## config.mk

```make
export PLATFORM = sky130hd
export DESIGN_NAME = kernel_jacobi_2d_idx_seq
export DESIGN_NICKNAME = d
export VERILOG_FILES = /design/src/rtl/kernel_jacobi_2d_idx_seq.sv
export SDC_FILE = /design/constraint.sdc
export NUM_CORES = 1
export LEC_CHECK = 0
export ABC_AREA = 1
export CAP_MARGIN = 20
export CORE_ASPECT_RATIO = 1.4
export CORE_MARGIN = 2
export CORE_UTILIZATION = 48
export CTS_BUF_LIST = sky130_fd_sc_hd__clkbuf_16
export CTS_CLUSTER_SIZE = 12
export DETAILED_ROUTE_END_ITERATION = 8
export HOLD_SLACK_MARGIN = 0.06
export PLACE_DENSITY = 0.77
export SLEW_MARGIN = 20
export SYNTH_ARGS = -nofsm -noshare
export SYNTH_HDL_FRONTEND = slang
export SYNTH_SLANG_ARGS = --single-unit
```

## constraint.sdc

```tcl
create_clock -name ap_clk -period 2.5 [get_ports ap_clk]
set_input_delay 0.5 -clock ap_clk [delete_from_list [all_inputs] [get_ports ap_clk]]
set_output_delay 0.5 -clock ap_clk [all_outputs]
set_load 0.02 [all_outputs]
```

## src/rtl/kernel_jacobi_2d_idx_seq.sv

```systemverilog
// Interior-point (i, j) sweep for Jacobi-2D: drives i and N into an external
// ce-gated multiplier and forms the linear address i*N + j as products return.
module kernel_jacobi_2d_idx_seq #(
  parameter int ROW_W    = 10,
  parameter int STRIDE_W = 11,
  parameter int PROD_W   = 20,
  parameter int ADDR_W   = 20,
  parameter int MUL_LAT  = 3
) (
  input  logic                ap_clk,
  input  logic                ap_rst,
  input  logic                start,
  input  logic [ROW_W-1:0]    n_dim,
  output logic                busy,
  output logic                done,
  output logic                mul_ce,
  output logic [ROW_W-1:0]    mul_din0,
  output logic [STRIDE_W-1:0] mul_din1,
  input  logic [PROD_W-1:0]   mul_dout,
  output logic [ADDR_W-1:0]   addr_out,
  output logic                addr_valid,
  input  logic                addr_ready
);

  typedef enum logic [1:0] {IDLE, ISSUE, DRAIN, DONE} state_t;

  state_t              state;
  logic [ROW_W-1:0]    n_q;
  logic [ROW_W-1:0]    i_q;
  logic [ROW_W-1:0]    j_q;
  logic [ROW_W-1:0]    last_idx;
  logic                issue;
  logic                upstream_valid;

  // Delay line mirrors the multiplier's internal registers, one entry per stage.
  logic                dl_valid [MUL_LAT];
  logic [STRIDE_W-1:0] dl_col   [MUL_LAT];

  assign last_idx   = n_q - ROW_W'(2);
  assign addr_valid = dl_valid[MUL_LAT-1];
  assign mul_ce     = !(addr_valid && !addr_ready);
  assign issue      = (state == ISSUE) && mul_ce;
  assign mul_din0   = (state == ISSUE) ? i_q : '0;
  assign mul_din1   = (state == ISSUE) ? STRIDE_W'(n_q) : '0;
  assign addr_out   = ADDR_W'(mul_dout) + ADDR_W'(dl_col[MUL_LAT-1]);

  // Any valid entry still travelling towards the output stage.
  always_comb begin
    upstream_valid = 1'b0;
    for (int unsigned k = 0; k < MUL_LAT - 1; k++) begin
      upstream_valid = upstream_valid | dl_valid[k];
    end
  end

  always_ff @(posedge ap_clk) begin
    if (ap_rst) begin
      for (int unsigned k = 0; k < MUL_LAT; k++) begin
        dl_valid[k] <= 1'b0;
        dl_col[k]   <= '0;
      end
    end else if (mul_ce) begin
      dl_valid[0] <= issue;
      dl_col[0]   <= STRIDE_W'(j_q);
      for (int unsigned k = 1; k < MUL_LAT; k++) begin
        dl_valid[k] <= dl_valid[k-1];
        dl_col[k]   <= dl_col[k-1];
      end
    end
  end

  always_ff @(posedge ap_clk) begin
    if (ap_rst) begin
      state <= IDLE;
      busy  <= 1'b0;
      done  <= 1'b0;
      n_q   <= '0;
      i_q   <= '0;
      j_q   <= '0;
    end else begin
      done <= 1'b0;
      unique case (state)
        IDLE: begin
          if (start) begin
            n_q  <= n_dim;
            i_q  <= ROW_W'(1);
            j_q  <= ROW_W'(1);
            busy <= 1'b1;
            if (n_dim >= ROW_W'(3)) begin
              state <= ISSUE;
            end else begin
              state <= DONE;
              done  <= 1'b1;
            end
          end
        end
        ISSUE: begin
          if (mul_ce) begin
            if (j_q == last_idx) begin
              j_q <= ROW_W'(1);
              i_q <= i_q + ROW_W'(1);
              if (i_q == last_idx) state <= DRAIN;
            end else begin
              j_q <= j_q + ROW_W'(1);
            end
          end
        end
        DRAIN: begin
          // With ce high and nothing upstream, the output stage empties on this edge.
          if (mul_ce && !upstream_valid) begin
            state <= DONE;
            done  <= 1'b1;
          end
        end
        DONE: begin
          state <= IDLE;
          busy  <= 1'b0;
        end
        default: state <= IDLE;
      endcase
    end
  end

endmodule

```

==> out/qor.yml, run 1 <==
critical_path:
  slowest_delay_ns: 0.41
  cp.arrival_ns: 2.32
  worstPathCellList: "ha_4, fa_2, nand3_2, nand2_2, nand3_2, nor2_2, nor2_2, o21ai_2, nand2_2, nor2_4, buf_4, xor2_2, buf_4"
  crit_path_start_kind: "register"
  required_ns: 2.00
  reg2reg_depth: 14
  critPathSlowestCell: "edfxtp_1"
  worstSetupPathType: "reg -> out"
  crit_path_end_kind: "output port"
  critical_path.max_fanout: 2
sta:
  slew_headroom: 0.6245
  setup_ws_ns: -0.3241
  fin_crit_sh: 1.130
  rsz0062_at_grt: "true"
  slew_violations: 0
  clock.fmax_mhz: 354.1
  finalCriticalPeriod_ns: 2.824
  hold_viol: 0
  whs_ns: 0.5152
  clock_skew_ns: 0.005937
  setup_viol: 13
  tightest_slew_ns: 0.5618
clock_tree:
  h-tree-depth: 3
  holdBufCountCts: 0
  clockBufferDepth: 2
  root_buffer: "clkbuf_16"
  cts_tree: "built"
  cts_buffers: 9
  clkLatencyLatePin_ns: 0.34
  clkTransAtPathRegs_ns: 0.06
  cts.sinks: 67
power:
  peakVddDrop_mv: 0.6737
  pwr_density_cell_nw_per_um2: 768.4
  leakagePower_uw: 0.002701
outcome:
  violations: "negative setup slack"
  status: "finished with violations"
yosys:
  async_reset_ff_frac: 0
  synth_edf_count: 33
  yosys-top-cells-count: "111 x nand2_1, 88 x inv_1, 78 x nor2_1"
  synth_top_area_cell: "edfxtp_1"
  ys_seq_area_frac: 0.3993
  ys_seq_elements: 67
  synth_nets: 620
  synth_ff_type: "dfxtp_1"
  syn-cell-area_um2: 4187
  synthCells: 568
  synth_cell_types: 39
  synth.most_common_cell: "nand2_1"
  synth_top_area_frac: 0.2367
  yosys_warnings: 0
  synthTopCellsByArea: "edfxtp_1 24%, dfxtp_1 16%, nand2_1 10%"
  synth.avg_cell_area_um2: 7.371
routing:
  viasPerCell: 5.191
  post_drt_wl_per_cell_um: 14.35
  vias: 4148
  drt_iter0_drc: 259
  routed_wl_um: 11460
  ant_nets: 0
  drc: 0
  first_pass_iters: 5
floorplan:
  row_count: 40
  ioPinCount: 79
  initial_core_util: 0.4921
  dieArea_um2: 9495
  coreArea_um2: 8508
  die-height_um: 114.5
  fp.dieW_um: 82.93
cells_and_area:
  diodes: 0
  area_growth_pct: 42.14
  drive_gt1_frac: 0.2061
  finalNetCount: 741
  fin_area_um2: 5951
global_route:
  grt_max_degree: 33
  gr-total-overflow: 0
  track_usage: 0.2419
  grt_pass1_wl_um: 18560
  antenna_found_initial: 0
  grt_pass1_vias: 4033
placed_design:
  dpl_cell_area_um2: 5423
  place.gp.congestion: 0.9393
  dp_hpwl_um: 8419
  port_buffers: 77
run:
  drv_cap: 0
worst_hold_path:
  hp-class: "reg -> reg"
  hold_path_depth: 2
-- through the flow --
step	util	total power [µW]	setup TNS [ns]	std cells	worst slack (ns)
6_report	0.6994	4573	-2.600	799	-0.3241
4_1_cts	0.6869	4534	-1.956	796	-0.2714
3_3_place_gp	0.6374	3166	-14.11	776	-1.063
3_5_place_dp	0.6374	3222	-14.78	776	-1.110
2_1_floorplan	-	2616	-0.05840	568	-0.05840
5_1_grt	0.6994	4862	-3.982	799	-0.4324
-- layout by cell type, fill, tap and decap left out, types with 3 or more instances in the layout --
cell type / netlist / layout
nand4_1: 10 / 10
nor2_1: 78 / 73
xor2_1: 24 / 22
nor2_2: 2 / 5
edfxtp_1: 33 / 33
clkbuf_16: 0 / 9
inv_1: 88 / 87
nor4_1: 3 / 3
nand3_2: 2 / 6
dlymetal6s2s_1: 0 / 3
xnor2_2: 0 / 4
nor3_1: 7 / 6
nand3_1: 58 / 54
xnor2_1: 9 / 4
ha_4: 0 / 9
a21oi_1: 34 / 31
o21ai_2: 1 / 3
dfxtp_1: 34 / 34
inv_2: 3 / 4
buf_6: 2 / 5
nor2_4: 2 / 4
nand2_2: 4 / 12
buf_4: 1 / 56
o21ai_1: 1 / 3
o21ai_0: 17 / 13
ha_1: 17 / 8
dlygate4sd2_1: 0 / 10
nand2_1: 111 / 102
clkdlybuf4s50_1: 0 / 45
-- per-layer routing --
metal / track usage / share of wire / vias to the layer above
li1: - / - / 2069
met1: 0.2542 / 0.36 / 1904
met2: 0.4446 / 0.54 / 141
met3: 0.04110 / 0.049 / 34
met4: 0.1541 / 0.048 / 0
met5: 0 / 0 / -
-- logic make-up after synthesis --
| group | Yosys count | synth area share |
|---|---|---|
| AOI/OAI and AO/OA | 60 | 0.07950 |
| DFF | 67 | 0.3993 |
| xor gates and xnor gates | 33 | 0.06904 |
| other | 1 | 0.0008957 |
| buffers and inverters | 107 | 0.1007 |
| adders and majority gates | 18 | 0.05559 |
| and+or+nand+nor | 282 | 0.2950 |
-- power breakdown --
group	internal [µW]	switching, µW	total [µW]
registers	1290	141	1430
logic	698	1140	1840
clock network	789	515	1300
total	2770	1800	4570
-- repair_timing --
item                                    in CTS  in global routing
endpoints found under the setup margin      19                 36
resized for setup                          121                 30
setup buffers                                4                  3
pin swaps                                   29                 20
-- final timing paths --
path | slack (ns) | to | startpoint
hold / removal | 0.52 | i_q[8]$_SDFFE_PP0P_ | i_q[8]$_SDFFE_PP0P_
hold reg to reg | 0.52 | i_q[8]$_SDFFE_PP0P_ | i_q[8]$_SDFFE_PP0P_
setup reg to reg | 0.29 | i_q[1]$_SDFFE_PP0P_ | n_q[2]$_SDFFE_PP0P_
setup / recovery | -0.32 | addr_out[16] | dl_col[0][22]$_SDFFCE_PN0P_
-- final cells by class --
cell class                 count  area [µm²]
timing repair buffer         125        1102
sequential                    67        1672
inverter                      92       345.3
multi-input combinational    394        2391
fill                         679        2557
clock buffer                   9       225.2
clock inverter                 7       83.83
tap                          105       131.4
-- critical path, delay by kind of cell, from the launching register on --
family / cells / cell delay (ns)
adders and majority gates: 2 / 0.54
AOI/OAI and AO/OA: 1 / 0.08
DFF: 1 / 0.41
buffers and inverters: 2 / 0.28
and+or+nand+nor: 7 / 0.55
xor gates and xnor gates: 1 / 0.13
-- registers in the layout, indices dropped and copies added (netlist names) --
name	cells
dl_valid	3
busy	1
done	1
j_q	10
state	2
dl_col	30
n_q	10
i_q	10
Note: power is estimated with default switching activity, not from simulation.
==> run 2, diff against run 1 <==
ABC_AREA = not set   (was 1)
CORE_ASPECT_RATIO = not set   (was 1.4)
PLACE_DENSITY = 0.78   (was 0.77)
==> run 2 against run 1 <==
  * Worst setup slack worse by 0.38 ns
  * Synthesized cell count decreased by 22%
  * Critical endpoint is now addr_out[18]
  * Cell count shrank 11%
  * Non-clock buffer count up 44
  * Die area down 1.6%
  * Sequential share of layout area down 1.7 points
  * Core utilization grew 7.0 points
  * The run still ends with negative setup slack left
==> out/qor.yml, run 2 <==
clock_tree:
  cts.sinks: 67
  cts_tree: "built"
  h-tree-depth: 3
  clockBufferDepth: 2
  clkTransAtPathRegs_ns: 0.05
  holdBufCountCts: 0
  root_buffer: "clkbuf_16"
  cts_buffers: 9
  clkLatencyLatePin_ns: 0.33
sta:
  slew_violations: 0
  setup_viol: 37
  setup_ws_ns: -0.6993
  finalCriticalPeriod_ns: 3.199
  hold_viol: 0
  fin_crit_sh: 1.280
  tightest_slew_ns: 0.7218
  clock_skew_ns: 0.006295
  rsz0062_at_grt: "true"
  whs_ns: 0.5139
  clock.fmax_mhz: 312.6
  slew_headroom: 0.5167
yosys:
  syn-cell-area_um2: 4120
  synth_cell_types: 57
  yosys-top-cells-count: "53 x and2_1, 47 x nand2_1, 34 x dfxtp_1"
  synth_top_area_frac: 0.2405
  async_reset_ff_frac: 0
  synthTopCellsByArea: "edfxtp_1 24%, dfxtp_1 17%, and2_1 8.0%"
  synth.avg_cell_area_um2: 9.259
  ys_seq_elements: 67
  synthCells: 445
  synth_top_area_cell: "edfxtp_1"
  synth_edf_count: 33
  ys_seq_area_frac: 0.4057
  synth_nets: 497
  yosys_warnings: 0
  synth.most_common_cell: "and2_1"
  synth_ff_type: "dfxtp_1"
critical_path:
  crit_path_start_kind: "register"
  required_ns: 2.00
  r2r-start: "n_q[3]$_SDFFE_PP0P_"
  reg2reg_depth: 7
  cp-startpoint: "dl_col[0][22]$_SDFFCE_PN0P_"
  cp.arrival_ns: 2.70
  critical_path.max_fanout: 5
  crit_path_end_kind: "output port"
  worstSetupPathType: "reg -> out"
  r2r_slack_ns: -0.26
  endpoint: "addr_out[18]"
  reg2reg_to: "i_q[2]$_SDFFE_PP0P_"
power:
  p_int_uw: 3307
  power_switching_uw: 1845
  p_sw_frac: 0.3581
  leakagePower_uw: 0.003008
  pwr_density_cell_nw_per_um2: 811.4
  p_seq_frac: 0.270
  p_comb_frac: 0.464
  peakVddDrop_mv: 0.4892
  clkPwrFrac: 0.266
outcome:
  violations: "negative setup slack"
  status: "finished with violations"
cells_and_area:
  fin_area_um2: 6350
  area_growth_pct: 54.11
  finalNetCount: 652
  largest_reg_flops: 30
  drive_gt1_frac: 0.3174
  layout_commonest_cell: "buf_4"
  largest_register: "dl_col"
  diodes: 0
  fin_util: 0.7689
  final_cell_mix: "100 x buf_4, 53 x and2_1, 43 x nand2_1"
  fin_cells: 710
global_route:
  grt_pass1_wl_um: 19120
  antenna_found_initial: 0
  gr-total-overflow: 0
  grt_pass1_vias: 3965
  grt_max_degree: 30
  track_usage: 0.2495
routing:
  post_drt_wl_per_cell_um: 16.44
  drc: 0
  routed_wl_um: 11670
  viasPerCell: 5.399
  drt_iter0_drc: 207
  vias: 3833
  ant_nets: 0
  first_pass_iters: 4
floorplan:
  row_count: 33
  die-height_um: 96.65
  dieArea_um2: 9341
  fp.dieW_um: 96.65
  ioPinCount: 79
  initial_core_util: 0.4989
  coreArea_um2: 8258
placed_design:
  place.gp.congestion: 0.9193
  dp_hpwl_um: 7853
  dpl_cell_area_um2: 5622
  port_buffers: 77
  dp.cells: 680
worst_hold_path:
  hp-class: "reg -> reg"
run:
  drv_cap: 0
[run 2: changes by cell type in the layout (fill, tap and decap cells not counted), sizes merged, moves of 6 or more]
cell           delta
o21ai            -12
nand2            -69
inv              -77
mux2i             +6
xnor2            +23
clkdlybuf4s50    -13
and3              +9
nor2             -61
a21oi             -8
nor3             +13
buf              +46
nand3            -46
and2             +53
dlymetal6s2s     +16
[run 2: stage by stage]
stage | setup WS (ns) | TNS, ns | power [µW]
after floorplan | -0.3155 | -1.579 | 2661
after global placement | -1.380 | -19.21 | 3455
after detailed placement | -1.420 | -20.22 | 3500
after CTS | -0.6606 | -7.805 | 5032
after global routing | -0.7755 | -14.11 | 5420
final | -0.6993 | -10.82 | 5152
[run 2: cell type report]
type	instances	area, µm²
multi-input combinational	339	2665
sequential	67	1674
fill	537	1908
tap	105	131.4
inverter	14	52.55
clock buffer	9	225.2
clock inverter	7	97.59
timing repair buffer	169	1504
[run 2: routing by layer]
metal  wire, µm  share of wire  vias to the layer above  track usage
met1       4820           0.41                     1819       0.3120
met5          0              0                        -            0
met4        277          0.024                        0      0.08234
li1           -              -                     1857            -
met2       5802           0.50                      126       0.4348
met3        771          0.066                       31      0.04552
[run 2: what timing repair did]
action	in CTS	in global routing
gates cloned	0	0
endpoints found under the setup margin	56	58
resized for setup	137	46
pin swaps	37	12
buffers inserted	11	6
[run 2: kinds of logic after synthesis]
kind of cell	after synthesis	synth area share
and+or+nand+nor	196	0.2533
other	1	0.0009101
muxes	6	0.01458
xor gates and xnor gates	53	0.1127
adders and majority gates	18	0.05648
DFF	67	0.4057
buffers and inverters	39	0.04919
AOI/OAI and AO/OA	65	0.1072
[run 2: power groups by stage]
stage          registers (µW)  clock network (µW)  logic [µW]
2_1_floorplan            1390                   0        1270
3_3_place_gp             1400                   0        2060
3_5_place_dp             1400                   0        2100
4_1_cts                  1380                1380        2270
5_1_grt                  1410                1430        2590
6_report                 1390                1370        2390
[run 2: worst max-delay path: stages (launching register included)]
cell and delay, ns:
edfxtp_1 0.41, ha_4 0.19, fa_2 0.37, a21oi_4 0.16, o21ai_2 0.08, a21oi_2 0.19
o21ai_2 0.07, o41a_1 0.40, buf_4 0.18, nand3_4 0.06, xnor2_2 0.11, buf_4 0.15
[run 2: how the worst min path moves through the flow]
stage / from / endpoint / slack, ns / depth (start not counted)
global route: dl_col[0][13]$_SDFFCE_PN0P_ / dl_col[0][24]$_SDFFCE_PN0P_ / 0.53 / 1
finish: dl_col[0][15]$_SDFFCE_PN0P_ / dl_col[0][26]$_SDFFCE_PN0P_ / 0.51 / 1
global placement: busy$_SDFFE_PP0P_ / busy$_SDFFE_PP0P_ / 0.48 / 2
floorplan: i_q[9]$_SDFFE_PP0P_ / i_q[9]$_SDFFE_PP0P_ / 0.46 / 2
detailed placement: busy$_SDFFE_PP0P_ / busy$_SDFFE_PP0P_ / 0.49 / 2
CTS: busy$_SDFFE_PP0P_ / busy$_SDFFE_PP0P_ / 0.50 / 2
==> run 3, diff against run 2 <==
CORE_ASPECT_RATIO = 1.1   (was not set)
==> run 3 against run 2 <==
  * The run still ends with negative setup slack left
  * Via count up 6.9%
  * Largest cell class unchanged
  * Power rose by 6.0%
  * Cell count rose by 2.4%
  * Critical path type unchanged
  * Clock skew grew 0.0039 ns
  * Core utilization grew 2.8 points
==> out/qor.yml, run 3 (synthesis results as in run 2) <==
outcome:
  status: "finished with violations"
  violations: "negative setup slack"
floorplan:
  dieArea_um2: 9342
  ioPinCount: 79
  coreArea_um2: 8364
  initial_core_util: 0.4926
  fp.dieW_um: 92.34
  row_count: 35
  die-height_um: 101.2
critical_path:
  required_ns: 2.00
  worstSetupPathType: "reg -> out"
  crit_path_end_kind: "output port"
  crit_path_start_kind: "register"
  cp.arrival_ns: 2.83
  critical_path.max_fanout: 5
cells_and_area:
  largest_register: "dl_col"
  finalNetCount: 663
  fin_area_um2: 6669
  drive_gt1_frac: 0.3734
  fin_util: 0.7973
  final_cell_mix: "95 x buf_4, 53 x and2_1, 42 x nand2_1"
  area_growth_pct: 61.86
  diodes: 0
  largest_reg_flops: 30
  layout_commonest_cell: "buf_4"
routing:
  viasPerCell: 5.638
  drt_iter0_drc: 283
  routed_wl_um: 13890
  vias: 4099
  post_drt_wl_per_cell_um: 19.11
  ant_nets: 0
  drc: 0
  first_pass_iters: 5
power:
  pwr_density_cell_nw_per_um2: 818.9
  leakagePower_uw: 0.003153
  peakVddDrop_mv: 0.5318
sta:
  fin_crit_sh: 1.330
  setup_viol: 39
  finalCriticalPeriod_ns: 3.326
  clock.fmax_mhz: 300.7
  slew_violations: 0
  slew_headroom: 0.2494
  tightest_slew_ns: 1.121
  tns_ns: -15.11
  setup_ws_ns: -0.8260
  rsz0062_at_grt: "true"
  hold_viol: 0
  clock_skew_ns: 0.01020
placed_design:
  place.gp.congestion: 0.8934
  dp_hpwl_um: 8060
  place_ws_ns: -1.454
  port_buffers: 77
  dpl_cell_area_um2: 5599
clock_tree:
  clkTransAtPathRegs_ns: 0.06
  cts.sinks: 67
  root_buffer: "clkbuf_16"
  clockBufferDepth: 2
  cts_tree: "built"
  h-tree-depth: 3
  clkLatencyLatePin_ns: 0.34
  holdBufCountCts: 0
  cts_buffers: 9
global_route:
  grt_pass1_wl_um: 19150
  grt_pass1_vias: 3964
  track_usage: 0.2629
  antenna_found_initial: 0
  gr-total-overflow: 0
  grt_max_degree: 31
run:
  drv_cap: 0
worst_hold_path:
  hp-class: "reg -> reg"
-- run 3: layout make-up --
class                      instances  area, µm²
timing repair buffer             180       1644
inverter                          14      52.55
sequential                        67       1679
clock buffer                       9      225.2
clock inverter                     7      82.58
fill                             479       1695
tap                              111      138.9
multi-input combinational        339       2846
-- run 3: repair_timing --
item                       CTS  global route
gates cloned                 0             1
setup endpoints to repair   61            57
resized for setup          150            89
setup buffers               19            14
pin swaps                   41            28
-- run 3: path summary, 6_finish.rpt --
| path | start | endpoint | slack, ns | cells past startpoint |
|---|---|---|---|---|
| setup reg to reg | n_q[1]$_SDFFE_PP0P_ | i_q[8]$_SDFFE_PP0P_ | -0.30 | 8 |
| hold / removal | busy$_SDFFE_PP0P_ | busy$_SDFFE_PP0P_ | 0.50 | 2 |
| hold reg to reg | busy$_SDFFE_PP0P_ | busy$_SDFFE_PP0P_ | 0.50 | 2 |
| setup / recovery | dl_col[0][22]$_SDFFCE_PN0P_ | addr_out[12] | -0.83 | 11 |
-- run 3: worst max-delay path, cell delays in order (launching register included) --
cell	delay (ns)
edfxtp_1	0.42
ha_4	0.20
fa_2	0.38
a21oi_4	0.17
o21ai_2	0.09
a21oi_2	0.19
o21ai_2	0.09
o41a_1	0.43
buf_4	0.20
nand3_4	0.06
xnor2_2	0.10
buf_4	0.16
-- run 3: per-layer routing --
metal,GRT usage,vias to the layer above,wire [µm],share of wire
met1,0.2987,1973,5100,0.37
met3,0.03646,63,782,0.056
met5,0,-,0,0
met4,0.1538,0,737,0.053
li1,-,1890,-,-
met2,0.4733,173,7272,0.52
-- run 3: power breakdown --
group,internal (µW),total (µW),switching [µW]
Combinational,1270,2760,1490
Sequential,1280,1400,119
Clock,787,1300,512
Total,3340,5460,2120
-- run 3: metrics by stage --
stage                     hold slack [ns]  cells  power [µW]
after CTS                          0.5053    715        4950
final                              0.4956    727        5461
after floorplan                    0.4638    445        2661
after global placement             0.4733    682        3431
after detailed placement           0.4894    682        3502
after global routing               0.5225    727        5692
